--- config.mk ---
export PLATFORM = sky130hd
export DESIGN_NAME = out_port_rx
export DESIGN_NICKNAME = d
export VERILOG_FILES = /design/src/rtl/out_port_pkg.sv /design/src/rtl/out_port_rx_mem.sv /design/src/rtl/out_port_rx.sv
export SDC_FILE = /design/constraint.sdc
export NUM_CORES = 1
export LEC_CHECK = 0
export BUFFER_PORTS_ARGS = -buffer_cell sky130_fd_sc_hd__buf_2
export CORE_MARGIN = 1.5
export CORE_UTILIZATION = 35
export DETAILED_ROUTE_END_ITERATION = 8
export SYNTH_ARGS = -nofsm -noshare
export SYNTH_HDL_FRONTEND = slang
export SYNTH_HIERARCHICAL = 1
export SYNTH_SLANG_ARGS = --single-unit
--- constraint.sdc ---
create_clock -name CLK -period 5.5 [get_ports CLK]
set_input_delay 0.55 -clock CLK [delete_from_list [all_inputs] [get_ports CLK]]
set_output_delay 0.55 -clock CLK [all_outputs]
set_load 0.05 [all_outputs]
--- src/rtl/out_port_pkg.sv ---
// Shared defaults for the CPU output-port receiver.
package out_port_pkg;

    localparam int unsigned DATA_W_DEF = 8;
    localparam int unsigned DEPTH_DEF  = 8;
    localparam int unsigned DROP_CNT_W = 8;

    typedef logic [DROP_CNT_W-1:0] drop_cnt_t;

    function automatic drop_cnt_t sat_inc(input drop_cnt_t v);
        return (v == '1) ? v : v + drop_cnt_t'(1);
    endfunction

endpackage

--- src/rtl/out_port_rx_mem.sv ---
// DEPTH x DATA_W register array: one synchronous write port, one asynchronous read port.
module out_port_rx_mem #(
    parameter int unsigned DEPTH  = 8,
    parameter int unsigned DATA_W = 8,
    parameter int unsigned AW     = $clog2(DEPTH)
) (
    input  logic              clk,
    input  logic              we,
    input  logic [AW-1:0]     waddr,
    input  logic [DATA_W-1:0] wdata,
    input  logic [AW-1:0]     raddr,
    output logic [DATA_W-1:0] rdata
);

    logic [DATA_W-1:0] mem_q [DEPTH];

    always_ff @(posedge clk) begin
        if (we) begin
            mem_q[waddr] <= wdata;
        end
    end

    assign rdata = mem_q[raddr];

endmodule

--- src/rtl/out_port_rx.sv ---
// CPU output-port receiver: captures OUT_DATA into a FWFT FIFO, drops and flags words when full.
// Optional OUT_PORT_RX_DROP_CNT_EN adds an 8-bit saturating drop counter and the drop_cnt port.
module out_port_rx
    import out_port_pkg::*;
#(
    parameter int unsigned DEPTH  = DEPTH_DEF,
    parameter int unsigned DATA_W = DATA_W_DEF
) (
    input  logic                       CLK,
    input  logic                       RESET,
    input  logic                       OUT_EN,
    input  logic [DATA_W-1:0]          OUT_DATA,
    output logic                       rx_valid,
    output logic [DATA_W-1:0]          rx_data,
    input  logic                       rx_ready,
    output logic                       full,
    output logic [$clog2(DEPTH+1)-1:0] count,
    output logic                       overflow,
`ifdef OUT_PORT_RX_DROP_CNT_EN
    input  logic                       ovf_clr,
    output logic [DROP_CNT_W-1:0]      drop_cnt
`else
    input  logic                       ovf_clr
`endif
);

    localparam int unsigned AW = $clog2(DEPTH);
    localparam int unsigned CW = $clog2(DEPTH+1);

    logic [AW-1:0] wptr_q, wptr_d;
    logic [AW-1:0] rptr_q, rptr_d;
    logic [CW-1:0] count_q, count_d;
    logic          overflow_q, overflow_d;
    logic          push, pop, drop;

    assign rx_valid = (count_q != '0);
    assign full     = (count_q == CW'(DEPTH));
    assign count    = count_q;
    assign overflow = overflow_q;

    always_comb begin
        pop  = rx_valid & rx_ready;
        // A pop frees the head slot this cycle, so a full FIFO still accepts the word.
        push = OUT_EN & (~full | pop);
        drop = OUT_EN & full & ~pop;

        wptr_d     = push ? wptr_q + AW'(1) : wptr_q;
        rptr_d     = pop  ? rptr_q + AW'(1) : rptr_q;
        count_d    = count_q;
        overflow_d = overflow_q;

        case ({push, pop})
            2'b10:   count_d = count_q + CW'(1);
            2'b01:   count_d = count_q - CW'(1);
            default: count_d = count_q;
        endcase

        if (drop) begin
            overflow_d = 1'b1;
        end else if (ovf_clr) begin
            overflow_d = 1'b0;
        end
    end

    always_ff @(posedge CLK) begin
        if (RESET) begin
            wptr_q     <= '0;
            rptr_q     <= '0;
            count_q    <= '0;
            overflow_q <= 1'b0;
        end else begin
            wptr_q     <= wptr_d;
            rptr_q     <= rptr_d;
            count_q    <= count_d;
            overflow_q <= overflow_d;
        end
    end

`ifdef OUT_PORT_RX_DROP_CNT_EN
    drop_cnt_t drop_cnt_q, drop_cnt_d;

    always_comb begin
        drop_cnt_d = drop_cnt_q;
        if (drop) begin
            drop_cnt_d = ovf_clr ? drop_cnt_t'(1) : sat_inc(drop_cnt_q);
        end else if (ovf_clr) begin
            drop_cnt_d = '0;
        end
    end

    always_ff @(posedge CLK) begin
        if (RESET) begin
            drop_cnt_q <= '0;
        end else begin
            drop_cnt_q <= drop_cnt_d;
        end
    end

    assign drop_cnt = drop_cnt_q;
`endif

    out_port_rx_mem #(
        .DEPTH  (DEPTH),
        .DATA_W (DATA_W),
        .AW     (AW)
    ) u_mem (
        .clk   (CLK),
        .we    (push),
        .waddr (wptr_q),
        .wdata (OUT_DATA),
        .raddr (rptr_q),
        .rdata (rx_data)
    );

endmodule

==> results of run 1 <==
-- where the power goes --
group / internal [mW] / total (mW) / switching, mW
Sequential: 0.651 / 0.699 / 0.0473
Clock: 0.208 / 0.405 / 0.197
Combinational: 0.129 / 0.358 / 0.229
-- layout make-up --
class / instances / area [µm²]
fillers: 780 / 5110
multi-input cells: 80 / 902
inverters: 5 / 18.8
clock inverters: 7 / 67.6
repair buffers: 27 / 135
well taps: 108 / 135
clock buffers: 9 / 124
flip-flops and latches: 75 / 2140
-- path summary, 6_finish.rpt --
| check | startpoint | endpoint | slack, ns | cells after the start |
|---|---|---|---|---|
| min reg2reg | overflow | overflow | 0.47 | 2 |
| max | rptr_q[0] | rx_data[0] | 2.42 | 3 |
| max reg2reg | count[0] | count[3] | 2.86 | 8 |
| min | ovf_clr | overflow | 0.46 | 3 |
-- per-layer routing --
layer	GRT usage [%]	vias to the layer above
met5	0	-
met4	6.69	0
met3	2.81	8
met2	20.3	33
met1	14.5	800
li1	-	728
-- cells by family after synthesis --
group	share of synthesized area [%]
xor gates and xnor gates	1.69
AOI/OAI and AO/OA	2.34
muxes	17.0
and+or+nand+nor	5.08
adders and majority gates	2.66
DFF	69.1
buffers and inverters	2.14
-- synthesized netlist by cell type --
| cell type | number |
|---|---|
| edfxtp_1 | 64 |
| nor2_1 | 17 |
| mux4_1 | 15 |
| dfxtp_1 | 11 |
| mux2_2 | 8 |
| a21oi_1 | 6 |
| ha_1 | 5 |
| inv_1 | 5 |
| xor2_1 | 5 |
| nand2b_1 | 4 |
| nand2_1 | 3 |
| clkbuf_1 | 2 |
| mux2i_1 | 2 |
| nor3_1 | 2 |
| or4_1 | 2 |
| and3_1 | 1 |
| buf_1 | 1 |
| buf_12 | 1 |
| buf_2 | 1 |
| buf_6 | 1 |
| fa_1 | 1 |
| mux4_2 | 1 |
| nand3_1 | 1 |
| nand3b_1 | 1 |
| o211ai_1 | 1 |
| o21ai_4 | 1 |
| o31ai_1 | 1 |
| o41a_1 | 1 |
| or4b_4 | 1 |
| xnor2_1 | 1 |
-- stage by stage --
stage	utilization, %	setup slack [ns]	hold WS [ns]	power, mW	instances
floorplan	-	2.73	0.477	1.00	166
CTS	40.8	2.40	0.448	1.48	311
finish	40.8	2.42	0.463	1.46	311
detailed placement	38.6	2.78	0.459	1.07	295
global placement	38.6	2.83	0.457	1.07	295
global route	40.8	2.33	0.469	1.53	311
-- worst max-delay path, delay by kind of cell (launching register included) --
kind                   cells  cell delay, ns
buffers and inverters      1            0.21
multiplexers               2            0.96
flip-flops                 1            1.02
-- sequential cells by signal, summed over array words and instances (netlist names) --
| register | flops |
|---|---|
| u_mem/mem_q | 64 |
| wptr_q | 3 |
| rptr_q | 3 |
| overflow | 1 |
| count | 4 |
==> metrics.md, run 1 <==
| Metric | Value |
|---|---|
| Yosys cell types | `30` |
| Top layer in use | `met4` |
| Layout cells sized above 1 | `26.6%` |
| Number of global-route vias before repair | `1535` |
| Clock tree sinks | `75` |
| Lkg Pwr | `1.22 nW` |
| Critical path class | `flop to output port` |
| Headroom to the max-slew limit | `29.6%` |
| Routed length per placed instance | `17.3 µm` |
| Core area | `8640 µm²` |
| Number of warnings issued by yosys | `6` |
| Root Driver | `clkbuf_8` |
| Mapped Nets | `185` |
| Final setup viols | `0` |
| Antenna violations before repair | `0` |
| Syn Area/Cell | `18.7 µm²` |
| Initial core utilization | `35.9%` |
| Slowest Stage Delay on Critical Path | `1.02 ns` |
| Drt first-iter violations | `57` |
| GP Congestion | `0.729` |
| Die height | `97.1 µm` |
| Chip width | `97.1 µm` |
| CTS Buffer Depth | `2` |
| PostCTS Resize Cnt | `0` |
| Worst Tran Pin Value | `1.06 ns` |
| Sequential area share after synthesis | `69.1%` |
| Die ar. | `9430 µm²` |
| Synthesis-to-layout area growth | `13.7%` |
| Dpl hpwl | `3190 µm` |
| Max H-tree Level | `3` |
| Clk slew on worst S/H paths | `0.08 ns` |
| Pwr Density | `415 nW/µm²` |
| Finished Cell Area | `3520 µm²` |
| # IOs | `28` |
| Via count | `1569` |
| Max-Cap Viols | `0` |
| First-pass GRT wire length | `8360 µm` |
| Largest net degree at the start of global routing | `19` |
| Commonest cells after routing, fill and taps aside | `edfxtp_1, buf_2, nor2_1, mux4_1, dfxtp_1` |
| RSZ-0062 raised after global routing | `no` |
| Most common cell after layout, fill and taps aside | `edfxtp_1` |
| Worst-path fanout max | `18` |
| Worst setup SP type | `flop` |
| Clk Latency, worst-skew pair | `0.34 ns` |
| Metal2 WL | `2680 µm` |
| Final #Nets | `217` |
| Met3 WL | `146 µm` |
| Final period util | `56.0%` |
| Worst Skew | `0.00745 ns` |
| Routed WL | `5370 µm` |
| Synth area leader | `edfxtp_1` |
| I/O Buffers | `27` |
| Slew Limit Fails | `0` |
| Critical Path, Cell by Cell | `mux4_1 > mux2_2 > buf_2` |
| Synth area leaders | `edfxtp_1, mux4_1, dfxtp_1, mux2_2, nor2_1` |
| DP Area | `3330 µm²` |
| Tightest Hold Check Type | `primary input to flop` |
| WP data required | `4.95 ns` |
| Worst vdd rail ir drop | `0.198 mV` |
| # rows | `34` |
| TritonRoute pass-1 iters | `4` |
| ANT cells | `0` |
| Crit end category | `output port` |
| #FFs+latches synth | `75` |
| Setup TNS | `0 ns` |
| CTS buffer count | `9` |
| Post-DR vias/cell | `5.05` |
| Final min period | `3.08 ns` |
| Yosys top cell area share | `62.0%` |
| Detail Route Antenna Nets | `0` |
| Post-Syn Area | `3100 µm²` |
| Fmax | `0.325 GHz` |
| Hold-fix buffers, CTS | `0` |
| Met1 wire length | `2440 µm` |
| Cell at the slowest stage of the critical path | `dfxtp_1` |
| Status | `finished clean` |
| Drt drc | `0` |
| Final Hold Vio Count | `0` |
| Global route total overflow | `0` |
| Mapped Cells | `166` |
| Arrival time worst endpoint | `2.53 ns` |
| Gr usage total | `12.1%` |
| Post-CTS Setup Repair Bufs | `0` |
| CTS tree | `built` |
No activity file was read; power rests on OpenSTA's default activity.
==> run 2: changes to the inputs <==
==> constraint.sdc (replaced) <==
create_clock -name CLK -period 3.2 [get_ports CLK]
set_input_delay 0.32 -clock CLK [delete_from_list [all_inputs] [get_ports CLK]]
set_output_delay 0.32 -clock CLK [all_outputs]
set_load 0.05 [all_outputs]
==> metrics.md, run 2 (synthesized netlist as in run 1, its figures left out) <==
| Metric | Value |
|---|---|
| Die ar. | `9430 µm²` |
| Final setup viols | `0` |
| Placed Instances | `298` |
| CTS buffer count | `9` |
| Routed WL | `5240 µm` |
| Final min period | `2.66 ns` |
| ANT cells | `0` |
| Hold depth | `1` |
| Total power | `2.53 mW` |
| Final period util | `83.1%` |
| Antenna violations before repair | `0` |
| Max-Cap Viols | `0` |
| R2r setup slk | `0.54 ns` |
| Commonest cells after routing, fill and taps aside | `edfxtp_1, buf_2, nor2_1, mux4_1, dfxtp_1` |
| Critical path class | `flop to flop` |
| Hold-fix buffers, CTS | `0` |
| Detail Route Antenna Nets | `0` |
| Worst-path fanout max | `7` |
| GP Congestion | `0.756` |
| Slew Limit Fails | `0` |
| Post-CTS Setup Repair Bufs | `0` |
| Final #Nets | `220` |
| Dpl hpwl | `3280 µm` |
| Hold slack | `0.221 ns` |
| Layout cells sized above 1 | `27.7%` |
| Clk Latency, worst-skew pair | `0.35 ns` |
| Pwr Density | `714 nW/µm²` |
| Setup TNS | `0 ns` |
| Core area | `8640 µm²` |
| Die height | `97.1 µm` |
| Post-DR vias/cell | `4.89` |
| Worst Skew | `0.0106 ns` |
| PostCTS Resize Cnt | `0` |
| # rows | `34` |
| Headroom to the max-slew limit | `35.5%` |
| Biggest register | `u_mem/mem_q` |
| Initial core utilization | `35.9%` |
| Lkg Pwr | `1.24 nW` |
| Worst setup SP type | `flop` |
| Chip width | `97.1 µm` |
| Global route total overflow | `0` |
| Finished Cell Area | `3550 µm²` |
| Drt first-iter violations | `92` |
| Crit end category | `flop` |
| Worst vdd rail ir drop | `0.304 mV` |
| Drt drc | `0` |
| RSZ-0062 raised after global routing | `no` |
| Root Driver | `clkbuf_8` |
| Arrival time worst endpoint | `2.94 ns` |
| TritonRoute pass-1 iters | `4` |
| DP Area | `3350 µm²` |
| Fin cells | `314` |
| Worst Tran Pin Value | `0.965 ns` |
| Most common cell after layout, fill and taps aside | `edfxtp_1` |
| Multi-input logic area | `892 µm²` |
| CTS Buffer Depth | `2` |
| Worst Reg-to-Reg Cells | `8` |
| Final Hold Vio Count | `0` |
| Sequential Area | `2140 µm²` |
| Number of global-route vias before repair | `1546` |
| Clock tree sinks | `75` |
| Synthesis-to-layout area growth | `14.4%` |
| Largest net degree at the start of global routing | `19` |
| WP data required | `3.48 ns` |
| I/O Buffers | `27` |
| Via count | `1537` |
| Tightest Hold Check Type | `primary input to flop` |
| First-pass GRT wire length | `8410 µm` |
| Max reg flops | `64` |
| Status | `finished clean` |
| Clk slew on worst S/H paths | `0.10 ns` |
| Gr usage total | `12.2%` |
| CTS tree | `built` |
| Fillers | `793` |
| Max H-tree Level | `3` |
| Fmax | `0.376 GHz` |
| Routed length per placed instance | `16.7 µm` |
| # IOs | `28` |
run 2: cell types whose count changed in the layout (fill, tap and decap cells not counted), sizes merged:
cell / previous run / this run
bufinv: 1 / 0
clkinv: 4 / 1
clkinvlp: 1 / 0
inv: 6 / 11
buf: 27 / 30
run 2: cell type report:
class,count,share of cell area (%)
Timing Repair Buffer,30,4.45
Sequential cell,75,60.4
Tap cell,108,3.81
Inverter,5,0.529
Clock inverter,7,2.15
Clock buffer,9,3.49
Multi-Input combinational cell,80,25.2
run 2: through the flow:
step / utilization (%) / setup WS, ns
final: 41.1 / 0.541
after global routing: 41.1 / 0.394
after CTS: 41.1 / 0.545
after detailed placement: 38.7 / 0.566
after global placement: 38.7 / 0.643
after floorplan: - / 0.432
run 2: critical path, cell delays in order, from the launching register on:
cell	delay [ns]
dfxtp_1	0.38
or4b_4	0.59
o21ai_4	0.20
ha_1	0.22
ha_1	0.27
a21oi_1	0.19
a21oi_1	0.11
or4_1	0.47
a21oi_1	0.15
run 2: where the power goes:
part / total (mW) / internal [mW] / switching [mW]
registers: 1.17 / 1.12 / 0.0535
logic: 0.650 / 0.228 / 0.423
clock network: 0.711 / 0.312 / 0.399
run 2: path summary, 6_finish.rpt:
kind	start	to
worst max-delay path	count[0]	count[3]
worst min-delay path	OUT_DATA[0]	u_mem/mem_q[2][0]
worst max register to register	count[0]	count[3]
worst min register to register	overflow	overflow
run 2: layer usage:
| metal | global-route usage, % | share of wire [%] | wire length, µm | vias to the layer above |
|---|---|---|---|---|
| met5 | 0 | 0 | 0 | - |
| met4 | 6.69 | 2.5 | 129 | 0 |
| met3 | 2.95 | 3.0 | 156 | 10 |
| met2 | 19.2 | 48 | 2490 | 27 |
| met1 | 15.7 | 47 | 2460 | 762 |
| li1 | - | - | - | 738 |
